## src/rtl/exec_branch_if.sv

```systemverilog
// Branch kind encoding shared with decode_branch, plus the exec_branch port bundle.
// The package carries only the decoded branch kind.
// The interface groups the upstream request, the downstream result and the fetch redirect.

package exec_branch_pkg;
   typedef enum logic [2:0] {
      bk_invalid = 3'd0,
      bk_beq     = 3'd1,
      bk_bne     = 3'd2,
      bk_blt     = 3'd3,
      bk_bge     = 3'd4,
      bk_bltu    = 3'd5,
      bk_bgeu    = 3'd6
   } branch_kind_t;
endpackage

interface exec_branch_if #(
   parameter int XLEN = 32
);
   // upstream request from decode_branch
   logic                        in_valid;
   logic                        in_ready;
   exec_branch_pkg::branch_kind_t in_kind;
   logic [XLEN-1:0]             in_pc;
   logic [XLEN-1:0]             in_imm;
   logic [XLEN-1:0]             in_rs1;
   logic [XLEN-1:0]             in_rs2;
   logic                        in_pred_taken;

   // registered result towards writeback/commit
   logic                        out_valid;
   logic                        out_ready;
   logic                        out_taken;
   logic [XLEN-1:0]             out_next_pc;
   logic                        out_mispredict;
   logic                        out_exc_illegal;
   logic                        out_exc_misaligned;

   // one-cycle redirect towards fetch
   logic                        redirect_valid;
   logic [XLEN-1:0]             redirect_pc;

   // environment side: drives the request and the downstream ready
   modport master (
      output in_valid, in_kind, in_pc, in_imm, in_rs1, in_rs2, in_pred_taken,
      output out_ready,
      input  in_ready,
      input  out_valid, out_taken, out_next_pc, out_mispredict,
      input  out_exc_illegal, out_exc_misaligned,
      input  redirect_valid, redirect_pc
   );

   // stage side: the exec_branch block itself
   modport slave (
      input  in_valid, in_kind, in_pc, in_imm, in_rs1, in_rs2, in_pred_taken,
      input  out_ready,
      output in_ready,
      output out_valid, out_taken, out_next_pc, out_mispredict,
      output out_exc_illegal, out_exc_misaligned,
      output redirect_valid, redirect_pc
   );
endinterface

```

## src/rtl/exec_branch.sv

```systemverilog
// Branch execute stage: resolves direction/target, flags mispredicts and exceptions.
// Latency: one cycle from capture to out_valid; redirect pulses with the first valid cycle.
// Backpressure: single output register; in_ready drops while full without out_ready or after a mispredict until flush.

module exec_branch
   import exec_branch_pkg::*;
#(
   parameter int XLEN  = 32,
   parameter int CNT_W = 32
) (
   input  logic             clk,
   input  logic             rst,
   input  logic             flush,
   exec_branch_if.slave     bus,
   output logic [CNT_W-1:0] cnt_branches,
   output logic [CNT_W-1:0] cnt_mispredicts
);

   localparam logic [1:0] ST_EMPTY      = 2'd0;
   localparam logic [1:0] ST_FULL       = 2'd1;
   localparam logic [1:0] ST_WAIT_FULL  = 2'd2;
   localparam logic [1:0] ST_WAIT_EMPTY = 2'd3;

   localparam logic [XLEN-1:0] PC_STEP = XLEN'(4);

   logic [1:0]       state_q, state_d;
   logic             taken_q, taken_d;
   logic [XLEN-1:0]  next_pc_q, next_pc_d;
   logic             mispredict_q, mispredict_d;
   logic             exc_illegal_q, exc_illegal_d;
   logic             exc_misaligned_q, exc_misaligned_d;
   logic             redirect_q, redirect_d;
   logic [CNT_W-1:0] cnt_branches_q, cnt_branches_d;
   logic [CNT_W-1:0] cnt_mispredicts_q, cnt_mispredicts_d;

   logic             res_taken;
   logic             res_illegal;
   logic             res_misaligned;
   logic             res_mispredict;
   logic [XLEN-1:0]  res_target;
   logic [XLEN-1:0]  res_fallthrough;
   logic [XLEN-1:0]  res_next_pc;
   logic             ops_eq;
   logic             ops_lt_s;
   logic             ops_lt_u;
   logic             in_ready_w;
   logic             capture;

   // Resolve direction, target and exception flags for the request on the input side.
   always_comb begin
      ops_eq          = (bus.in_rs1 == bus.in_rs2);
      ops_lt_s        = ($signed(bus.in_rs1) < $signed(bus.in_rs2));
      ops_lt_u        = (bus.in_rs1 < bus.in_rs2);
      res_target      = bus.in_pc + bus.in_imm;
      res_fallthrough = bus.in_pc + PC_STEP;
      res_taken       = 1'b0;
      res_illegal     = 1'b0;
      case (bus.in_kind)
         bk_beq:  res_taken = ops_eq;
         bk_bne:  res_taken = !ops_eq;
         bk_blt:  res_taken = ops_lt_s;
         bk_bge:  res_taken = !ops_lt_s;
         bk_bltu: res_taken = ops_lt_u;
         bk_bgeu: res_taken = !ops_lt_u;
         default: res_illegal = 1'b1;
      endcase
      res_next_pc    = res_taken ? res_target : res_fallthrough;
      res_misaligned = res_taken && (res_target[1:0] != 2'b00);
      // an excepting branch never redirects; commit handles it as a trap instead
      res_mispredict = !res_illegal && !res_misaligned && (res_taken != bus.in_pred_taken);
   end

   // Accept handshake: free when empty, or when the held result leaves this cycle.
   always_comb begin
      in_ready_w = (state_q == ST_EMPTY) || ((state_q == ST_FULL) && bus.out_ready);
      capture    = bus.in_valid && in_ready_w && !flush;
   end

   // Occupancy / post-mispredict sequencing.
   always_comb begin
      state_d = state_q;
      case (state_q)
         ST_EMPTY: begin
            if (capture) begin
               state_d = res_mispredict ? ST_WAIT_FULL : ST_FULL;
            end
         end
         ST_FULL: begin
            if (flush) begin
               state_d = ST_EMPTY;
            end else if (bus.out_ready) begin
               if (capture) begin
                  state_d = res_mispredict ? ST_WAIT_FULL : ST_FULL;
               end else begin
                  state_d = ST_EMPTY;
               end
            end
         end
         ST_WAIT_FULL: begin
            // the mispredicted branch itself is still good; flush only unblocks intake
            if (flush && bus.out_ready) begin
               state_d = ST_EMPTY;
            end else if (flush) begin
               state_d = ST_FULL;
            end else if (bus.out_ready) begin
               state_d = ST_WAIT_EMPTY;
            end
         end
         ST_WAIT_EMPTY: begin
            if (flush) begin
               state_d = ST_EMPTY;
            end
         end
         default: state_d = ST_EMPTY;
      endcase
   end

   // Result register loads on capture only, so fields hold steady under backpressure.
   always_comb begin
      taken_d          = taken_q;
      next_pc_d        = next_pc_q;
      mispredict_d     = mispredict_q;
      exc_illegal_d    = exc_illegal_q;
      exc_misaligned_d = exc_misaligned_q;
      redirect_d       = capture && res_mispredict;
      if (capture) begin
         taken_d          = res_taken;
         next_pc_d        = res_next_pc;
         mispredict_d     = res_mispredict;
         exc_illegal_d    = res_illegal;
         exc_misaligned_d = res_misaligned;
      end
   end

   // Saturating statistics, advanced by captured branches.
   always_comb begin
      cnt_branches_d    = cnt_branches_q;
      cnt_mispredicts_d = cnt_mispredicts_q;
      if (capture && !res_illegal && (cnt_branches_q != {CNT_W{1'b1}})) begin
         cnt_branches_d = cnt_branches_q + CNT_W'(1);
      end
      if (capture && res_mispredict && (cnt_mispredicts_q != {CNT_W{1'b1}})) begin
         cnt_mispredicts_d = cnt_mispredicts_q + CNT_W'(1);
      end
   end

   // State and result flops with synchronous reset.
   always_ff @(posedge clk) begin
      if (rst) begin
         state_q           <= ST_EMPTY;
         taken_q           <= 1'b0;
         next_pc_q         <= '0;
         mispredict_q      <= 1'b0;
         exc_illegal_q     <= 1'b0;
         exc_misaligned_q  <= 1'b0;
         redirect_q        <= 1'b0;
         cnt_branches_q    <= '0;
         cnt_mispredicts_q <= '0;
      end else begin
         state_q           <= state_d;
         taken_q           <= taken_d;
         next_pc_q         <= next_pc_d;
         mispredict_q      <= mispredict_d;
         exc_illegal_q     <= exc_illegal_d;
         exc_misaligned_q  <= exc_misaligned_d;
         redirect_q        <= redirect_d;
         cnt_branches_q    <= cnt_branches_d;
         cnt_mispredicts_q <= cnt_mispredicts_d;
      end
   end

   assign bus.in_ready           = in_ready_w;
   assign bus.out_valid          = (state_q == ST_FULL) || (state_q == ST_WAIT_FULL);
   assign bus.out_taken          = taken_q;
   assign bus.out_next_pc        = next_pc_q;
   assign bus.out_mispredict     = mispredict_q;
   assign bus.out_exc_illegal    = exc_illegal_q;
   assign bus.out_exc_misaligned = exc_misaligned_q;
   assign bus.redirect_valid     = redirect_q;
   assign bus.redirect_pc        = next_pc_q;
   assign cnt_branches           = cnt_branches_q;
   assign cnt_mispredicts        = cnt_mispredicts_q;

endmodule
```

## src/flat_wrapper.sv

```systemverilog
// flat-port wrapper written by rule: the top's interface ports become plain ports
module exec_branch_flat import exec_branch_pkg::*;
#(
   parameter int XLEN  = 32,
   parameter int CNT_W = 32
)
  (clk, rst, flush, cnt_branches, cnt_mispredicts, bus_in_valid, bus_in_kind, bus_in_pc, bus_in_imm, bus_in_rs1, bus_in_rs2, bus_in_pred_taken, bus_out_ready, bus_in_ready, bus_out_valid, bus_out_taken, bus_out_next_pc, bus_out_mispredict, bus_out_exc_illegal, bus_out_exc_misaligned, bus_redirect_valid, bus_redirect_pc);
  exec_branch_if #(.XLEN(XLEN)) bus_i ();
  input  logic clk;
  input  logic rst;
  input  logic flush;
  output logic [CNT_W-1:0] cnt_branches;
  output logic [CNT_W-1:0] cnt_mispredicts;
  input wire logic [$bits(bus_i.in_valid)-1:0] bus_in_valid;
  input wire logic [$bits(bus_i.in_kind)-1:0] bus_in_kind;
  input wire logic [$bits(bus_i.in_pc)-1:0] bus_in_pc;
  input wire logic [$bits(bus_i.in_imm)-1:0] bus_in_imm;
  input wire logic [$bits(bus_i.in_rs1)-1:0] bus_in_rs1;
  input wire logic [$bits(bus_i.in_rs2)-1:0] bus_in_rs2;
  input wire logic [$bits(bus_i.in_pred_taken)-1:0] bus_in_pred_taken;
  input wire logic [$bits(bus_i.out_ready)-1:0] bus_out_ready;
  output wire logic [$bits(bus_i.in_ready)-1:0] bus_in_ready;
  output wire logic [$bits(bus_i.out_valid)-1:0] bus_out_valid;
  output wire logic [$bits(bus_i.out_taken)-1:0] bus_out_taken;
  output wire logic [$bits(bus_i.out_next_pc)-1:0] bus_out_next_pc;
  output wire logic [$bits(bus_i.out_mispredict)-1:0] bus_out_mispredict;
  output wire logic [$bits(bus_i.out_exc_illegal)-1:0] bus_out_exc_illegal;
  output wire logic [$bits(bus_i.out_exc_misaligned)-1:0] bus_out_exc_misaligned;
  output wire logic [$bits(bus_i.redirect_valid)-1:0] bus_redirect_valid;
  output wire logic [$bits(bus_i.redirect_pc)-1:0] bus_redirect_pc;
  assign bus_i.in_valid = bus_in_valid;
  assign bus_i.in_kind = bus_in_kind;
  assign bus_i.in_pc = bus_in_pc;
  assign bus_i.in_imm = bus_in_imm;
  assign bus_i.in_rs1 = bus_in_rs1;
  assign bus_i.in_rs2 = bus_in_rs2;
  assign bus_i.in_pred_taken = bus_in_pred_taken;
  assign bus_i.out_ready = bus_out_ready;
  assign bus_in_ready = bus_i.in_ready;
  assign bus_out_valid = bus_i.out_valid;
  assign bus_out_taken = bus_i.out_taken;
  assign bus_out_next_pc = bus_i.out_next_pc;
  assign bus_out_mispredict = bus_i.out_mispredict;
  assign bus_out_exc_illegal = bus_i.out_exc_illegal;
  assign bus_out_exc_misaligned = bus_i.out_exc_misaligned;
  assign bus_redirect_valid = bus_i.redirect_valid;
  assign bus_redirect_pc = bus_i.redirect_pc;
  exec_branch #(.XLEN(XLEN), .CNT_W(CNT_W)) u_core (.clk(clk), .rst(rst), .flush(flush), .bus(bus_i), .cnt_branches(cnt_branches), .cnt_mispredicts(cnt_mispredicts));
endmodule
```

## config.mk

```make
export PLATFORM = sky130hd
export DESIGN_NAME = exec_branch_flat
export DESIGN_NICKNAME = d
export VERILOG_FILES = /design/src/rtl/exec_branch_if.sv /design/src/rtl/exec_branch.sv /design/src/flat_wrapper.sv
export SDC_FILE = /design/constraint.sdc
export NUM_CORES = 1
export LEC_CHECK = 0
export CAP_MARGIN = 20
export CORE_AREA = 10 10 148 150
export CTS_BUF_LIST = sky130_fd_sc_hd__clkbuf_8
export CTS_CLUSTER_DIAMETER = 30
export DETAILED_ROUTE_END_ITERATION = 6
export DIE_AREA = 0 0 158 160
export PLACE_DENSITY = 0.79
export SLEW_MARGIN = 30
export SYNTH_ARGS = -nofsm -noshare
export SYNTH_HDL_FRONTEND = slang
export SYNTH_SLANG_ARGS = --single-unit
```

## constraint.sdc

```tcl
create_clock -name clk -period 3.95 [get_ports clk]
set_input_delay 0.79 -clock clk [delete_from_list [all_inputs] [get_ports clk]]
set_output_delay 0.79 -clock clk [all_outputs]
set_load 0.01 [all_outputs]
```

* Word-level counts from Yosys, hierarchy flattened *
Cells that the tools add are included.

storage, ports and cells
  register bits after elaboration = 103
  bits of input ports = 137
  output and inout bits = 135
  logic and storage cells = 67

operators by class
  $add $sub $neg = 4
  magnitude comparators = 2
  eq/ne operators = 17
  multiplexer cells = 13
  reductions and logical operators = 22

operator list
  operator                 count
  $add A32 B1 Y32 const B  2
  $lt A32 B32 Y1           2
  $ne A32 B32 Y1 const B   2
  $add A32 B3 Y32 const B  1
  $add A32 B32 Y32         1
  $eq A32 B32 Y1           1
  $mux W32                 1
  $mux W2                  9
  $logic_and A1 B1 Y1      11
  $eq A3 B3 Y1 const B     3
  $pmux W2 S4              1
  $eq A3 B2 Y1 const B     2
  $pmux W1 S6              1
  $reduce_or A6 Y1         1
  $logic_not A1 Y1         5
  $eq A2 B2 Y1 const B     2
  $ne A4 B3 Y1 const B     1
  $reduce_and A4 Y1        1
  $eq A3 B1 Y1 const B     1
  $ne A3 B3 Y1 const B     1
  $eq A2 B1 Y1 const B     1
  $logic_not A2 Y1         1
  $logic_or A1 B1 Y1       2
  $ne A2 B1 Y1 const B     1
  4 further kinds          4

* Depth between registers and ports, before layout *
  depth after elaboration = 12
  gate-level depth with buffers = 15
  depth with buffers taken out = 12

* Worst setup path before layout *
Ideal clock, no wire load.

  path kind = input to register
  start = input bus_in_rs2[31]
  end = register u_core.cnt_mispredicts_q[11], in the netlist u_core.cnt_mispredicts[11]
  library setup time = 0.121 ns
  data arrival time = 3.791 ns
  data required time = 3.829 ns
  path slack = 0.038 ns
  stages = 14
  buffers on the path = 2
  cell sequence = inv_1 -> ha_1 -> nand4_1 -> or4_1 -> nand2b_1 -> mux2_1 -> o2bb2ai_1 -> a211o_1 -> or3_1 -> buf_4 -> a41oi_4 -> buf_6 -> nor4_2 -> mux2_4

between the ends
  longest elaborated chain between the ends = 9
  elaborated cells between the ends (all ways) = 14
  classes of those cells = order compare (2); eq/ne (2); mux (1); reduce/logical (9)

ends and longest elaborated chain
  element                                       line                                                     source
  from (decl)                                   flat_wrapper.sv:19                                       input wire logic [$bits(bus_i.in_rs2)-1:0] bus_in_rs2;
  $lt A32 B32 Y1, or another cell as far along  exec_branch.sv:53                                        ops_lt_u = (bus.in_rs1 < bus.in_rs2);
  $logic_not A1 Y1 (on tied branches)           exec_branch.sv:64, exec_branch.sv:60, exec_branch.sv:62
  $pmux W1 S6 (*)                               exec_branch.sv:58                                        case (bus.in_kind)
  $logic_and A1 B1 Y1                           exec_branch.sv:68                                        res_misaligned = res_taken && (res_target[1:0] != 2'b00);
  $logic_not A1 Y1                              exec_branch.sv:70                                        res_mispredict = !res_illegal && !res_misaligned && (res_taken != bus.in_pred_taken);
  $logic_and A1 B1 Y1                           exec_branch.sv:70
  $logic_and A1 B1 Y1 (*)                       exec_branch.sv:70
  $logic_and A1 B1 Y1 (*) (2 in series)         exec_branch.sv:142                                       if (capture && res_mispredict && (cnt_mispredicts_q != {CNT_W{1'b1}})) begin
  to (signal assigned)                          exec_branch.sv:168                                       cnt_mispredicts_q <= cnt_mispredicts_d;
  to (decl)                                     exec_branch.sv:34                                        logic [CNT_W-1:0] cnt_mispredicts_q, cnt_mispredicts_d;

Every way passes the cells marked *; elsewhere a longest branch is shown, timed or not.
A chain may end at the register's enable or synchronous reset.

* Worst setup path in the final report *
  start = input bus_in_rs2[18]
  end = register u_core.cnt_mispredicts_q[20], in the netlist u_core.cnt_mispredicts[20]

Same word-level chain as after synthesis.

==> metrics <==
number of max-slew violations in the final report 0; post-synthesis compound-gate area fraction 18.37%; number of nets with antenna violations after detailed routing 0; number of placed I/O pins 272; placeable core region 19080 um^2; clk sinks 103; cells along the critical path clkdlybuf4s50_1, inv_1, ha_4, nand4_1, or4_4, buf_6, a41oi_4, nor3_2, a211o_1, or3_4, a41oi_4, buf_12, nor4_4, mux2_4; Setup crit start kind input port; upper clock frequency limit 256.2 MHz; max capacitance violation total 0; maximum number of pins on one net before global-route repair 66; count of cell types in the netlist 62; ratio of cells with drive above 1 in the final layout 11.90%; global-route wire length before repair 44310 um; GR Layer Usage met2 38.15%; Max rail drop VDD 0.0001795 V; post-synthesis average cell area 7.680 um^2; total track usage 21.37%; non-filler instance count after layout 1585; primary flip-flop cell chosen by synthesis mapping sky130_fd_sc_hd__dfxtp_1; setup-violating endpoint count in the final report 0; initial detailed-routing violation count 592; worst slew slack as a fraction of its limit 51.40%; Crit Path Max Fanout 8; TritonCTS clock tree built; final period utilization 98.80%; die extent in x 158 um; area enclosed by the die boundary 25280 um^2; Ys Warns 0; global routing usage on met3 6.769%; Die Y-Extent 160 um; category of the critical setup timing path in -> reg; post-synthesis instance total 1066; total congestion overflow 0; Final GP Congestion 0.9422; Crit-path slowest cell sky130_fd_sc_hd__clkdlybuf4s50_1; Crit path top cell by count sky130_fd_sc_hd__a41oi_4; Max stage delay on crit path 450 ps; Post-Syn Area 8187 um^2; combined buffer and inverter count along the critical path 4; Top Usage Layer GRT met2; proportion of synthesized chip area in sequential cells 25.19%; fraction of registers with async set/reset 0%; CTS clock-pin slew for the worst setup and hold paths 120 ps; adder-cell share of the synthesized area 11.10%; master cell of the clock root buffer sky130_fd_sc_hd__clkbuf_8; total power per unit cell area 273.8 nW/um^2; Net count, final 1549; Leak 4.959 nW; CP endpoint kind flip-flop; wire length per cell 18.06 um; Hold-fix buffers, CTS 0; H-tree levels 3; most common cell after layout, fill and taps aside sky130_fd_sc_hd__clkdlybuf4s50_1; placed cells 1556; vias in the first global route 8537; site row count 51; vias after detailed routing 8768; total half-perimeter wirelength after legalization and detailed placement 21790 um; highest-count cells in the layout ignoring fill and taps 222 x sky130_fd_sc_hd__clkdlybuf4s50_1, 118 x sky130_fd_sc_hd__nand2_1, 103 x sky130_fd_sc_hd__dfxtp_1; endpoint required time on the critical path 4240 ps; buffer levels on the longest clock path 2; post-route minimum period 3903 ps; final clock skew 18.64 ps; run status finished, final reports clean; Port-buffer cells 271; number of iterations in the first detailed-routing pass 5; DRC violations left 0; Seq cells post-synth 103; clock insertion delay at the later pin of the skew report 400 ps; average vias per placed instance 5.532; Worst Max-Slew Pin Slew 729.0 ps; met1 demand-to-capacity share in global routing 24.24%; worst setup slack for register-to-register paths 270 ps; proportion of synthesized area in mux cells 3.592%; TritonCTS Buffers 9; initial antenna violation count 3; category of cells accounting for the largest share of critical-path delay simple AND/OR/NAND/NOR gates; effective utilization at floorplan 42.91%; area delta synth->final 46.71%; simple-gate portion of the synthesized area 25.49%; Synth Net Count 1275; largest family of logic cells by synthesized area simple AND/OR/NAND/NOR gates; final WL 28620 um; WP data arrival 4190 ps; xor-xnor portion of the synthesized cell area 8.238%; Final Hold Violating Endpoints 0; number of flops mapped to enable cells by yosys 0; class of the most critical hold timing path reg -> reg; final total power 3.289 mW; Post-Route Setup TNS 0 ps
power by group:
group          internal [mW]  switching, mW
clock                  0.258          0.448
sequential              1.11         0.0705
combinational          0.699          0.702
total                   2.07           1.22
layout make-up:
| type | instances | area (um^2) |
|---|---|---|
| clock buffers | 9 | 123.9 |
| inverters | 64 | 240.2 |
| repair buffers | 332 | 3332 |
| diodes | 2 | 5.005 |
| multi-input cells | 830 | 5868 |
| fillers | 1612 | 7069 |
| flip-flops and latches | 103 | 2062 |
| clock inverters | 7 | 81.33 |
| well taps | 238 | 297.8 |
tightest hold or removal path, cell delays in order (launching register included):
cell and delay (ps):
sky130_fd_sc_hd__dfxtp_1 340, sky130_fd_sc_hd__nand2_1 50, sky130_fd_sc_hd__a21oi_1 50
stage by stage:
step           setup WS [ps]  instance area [um^2]  util [%]  hold WS, ps
3_3_place_gp          -537.7                 11180     58.61        466.0
2_1_floorplan          38.15                  8187         -        478.9
5_1_grt               -32.42                 12010     62.95        516.7
3_5_place_dp          -670.2                 11180     58.61        464.0
6_report               47.38                 12010     62.95        478.8
4_1_cts                2.924                 11680     61.20        485.8
timing repair:
action	CTS	global route
pin swaps	11	27
resized for setup	31	80
buffers inserted	6	5
gates cloned	2	0
endpoints found under the setup margin	38	33
sequential cells by signal, summed over array words and instances, names as in the netlist:
name and cells:
u_core.bus.out_next_pc 32, u_core.cnt_mispredicts 32, u_core.cnt_branches 32, u_core.bus.out_taken 1, u_core.bus.out_mispredict 1, u_core.bus.out_exc_misaligned 1
u_core.state_q 2, u_core.bus.out_exc_illegal 1, u_core.bus.redirect_valid 1
cell families after synthesis:
kind of cell / after synthesis
buffers and inverters: 133
muxes: 24
AOI/OAI and AO/OA: 234
adders and majority gates: 72
xor gates and xnor gates: 77
and+or+nand+nor: 423
DFF: 103
final timing paths:
check / from / endpoint / cells past startpoint
worst max register to register: u_core.cnt_mispredicts[6] / u_core.cnt_mispredicts[20] / 12
worst min-delay path: u_core.bus.out_next_pc[7] / u_core.bus.out_next_pc[7] / 2
worst min register to register: u_core.bus.out_next_pc[7] / u_core.bus.out_next_pc[7] / 2
worst max-delay path: bus_in_rs2[18] / u_core.cnt_mispredicts[20] / 14
cell usage after synthesis (8+ instances only):
library cell               count  area share, %
sky130_fd_sc_hd__o21ai_0      40            2.4
sky130_fd_sc_hd__mux2i_1      11            1.3
sky130_fd_sc_hd__and3_1       15            1.1
sky130_fd_sc_hd__nor2_1      100            4.6
sky130_fd_sc_hd__nor3_1       19            1.2
sky130_fd_sc_hd__buf_4        33            3.0
sky130_fd_sc_hd__a21o_1       20            1.8
sky130_fd_sc_hd__nand4_1      32            2.4
sky130_fd_sc_hd__dfxtp_1     103             25
sky130_fd_sc_hd__nand2b_1      8           0.61
sky130_fd_sc_hd__or3_1        33            2.5
sky130_fd_sc_hd__xor2_1       36            3.9
sky130_fd_sc_hd__nand2_1     118            5.4
sky130_fd_sc_hd__xnor2_1      41            4.4
sky130_fd_sc_hd__or4_1         8           0.73
sky130_fd_sc_hd__inv_1        64            2.9
sky130_fd_sc_hd__nand3_1      38            2.3
sky130_fd_sc_hd__nor4_1       12           0.92
sky130_fd_sc_hd__clkbuf_1     29            1.3
sky130_fd_sc_hd__nor2b_1      14            1.1
sky130_fd_sc_hd__o211ai_1     21            1.9
sky130_fd_sc_hd__ha_1         71             11
sky130_fd_sc_hd__a211oi_1     10           0.92
sky130_fd_sc_hd__a21oi_1      84            5.1
layer usage:
layer  part of all wire [%]  wire (um)
met4                    1.2        357
met5                  0.045         13
met2                     50      14450
met1                     39      11300
met3                    8.7       2498
Power figures use the tool's default switching activity.
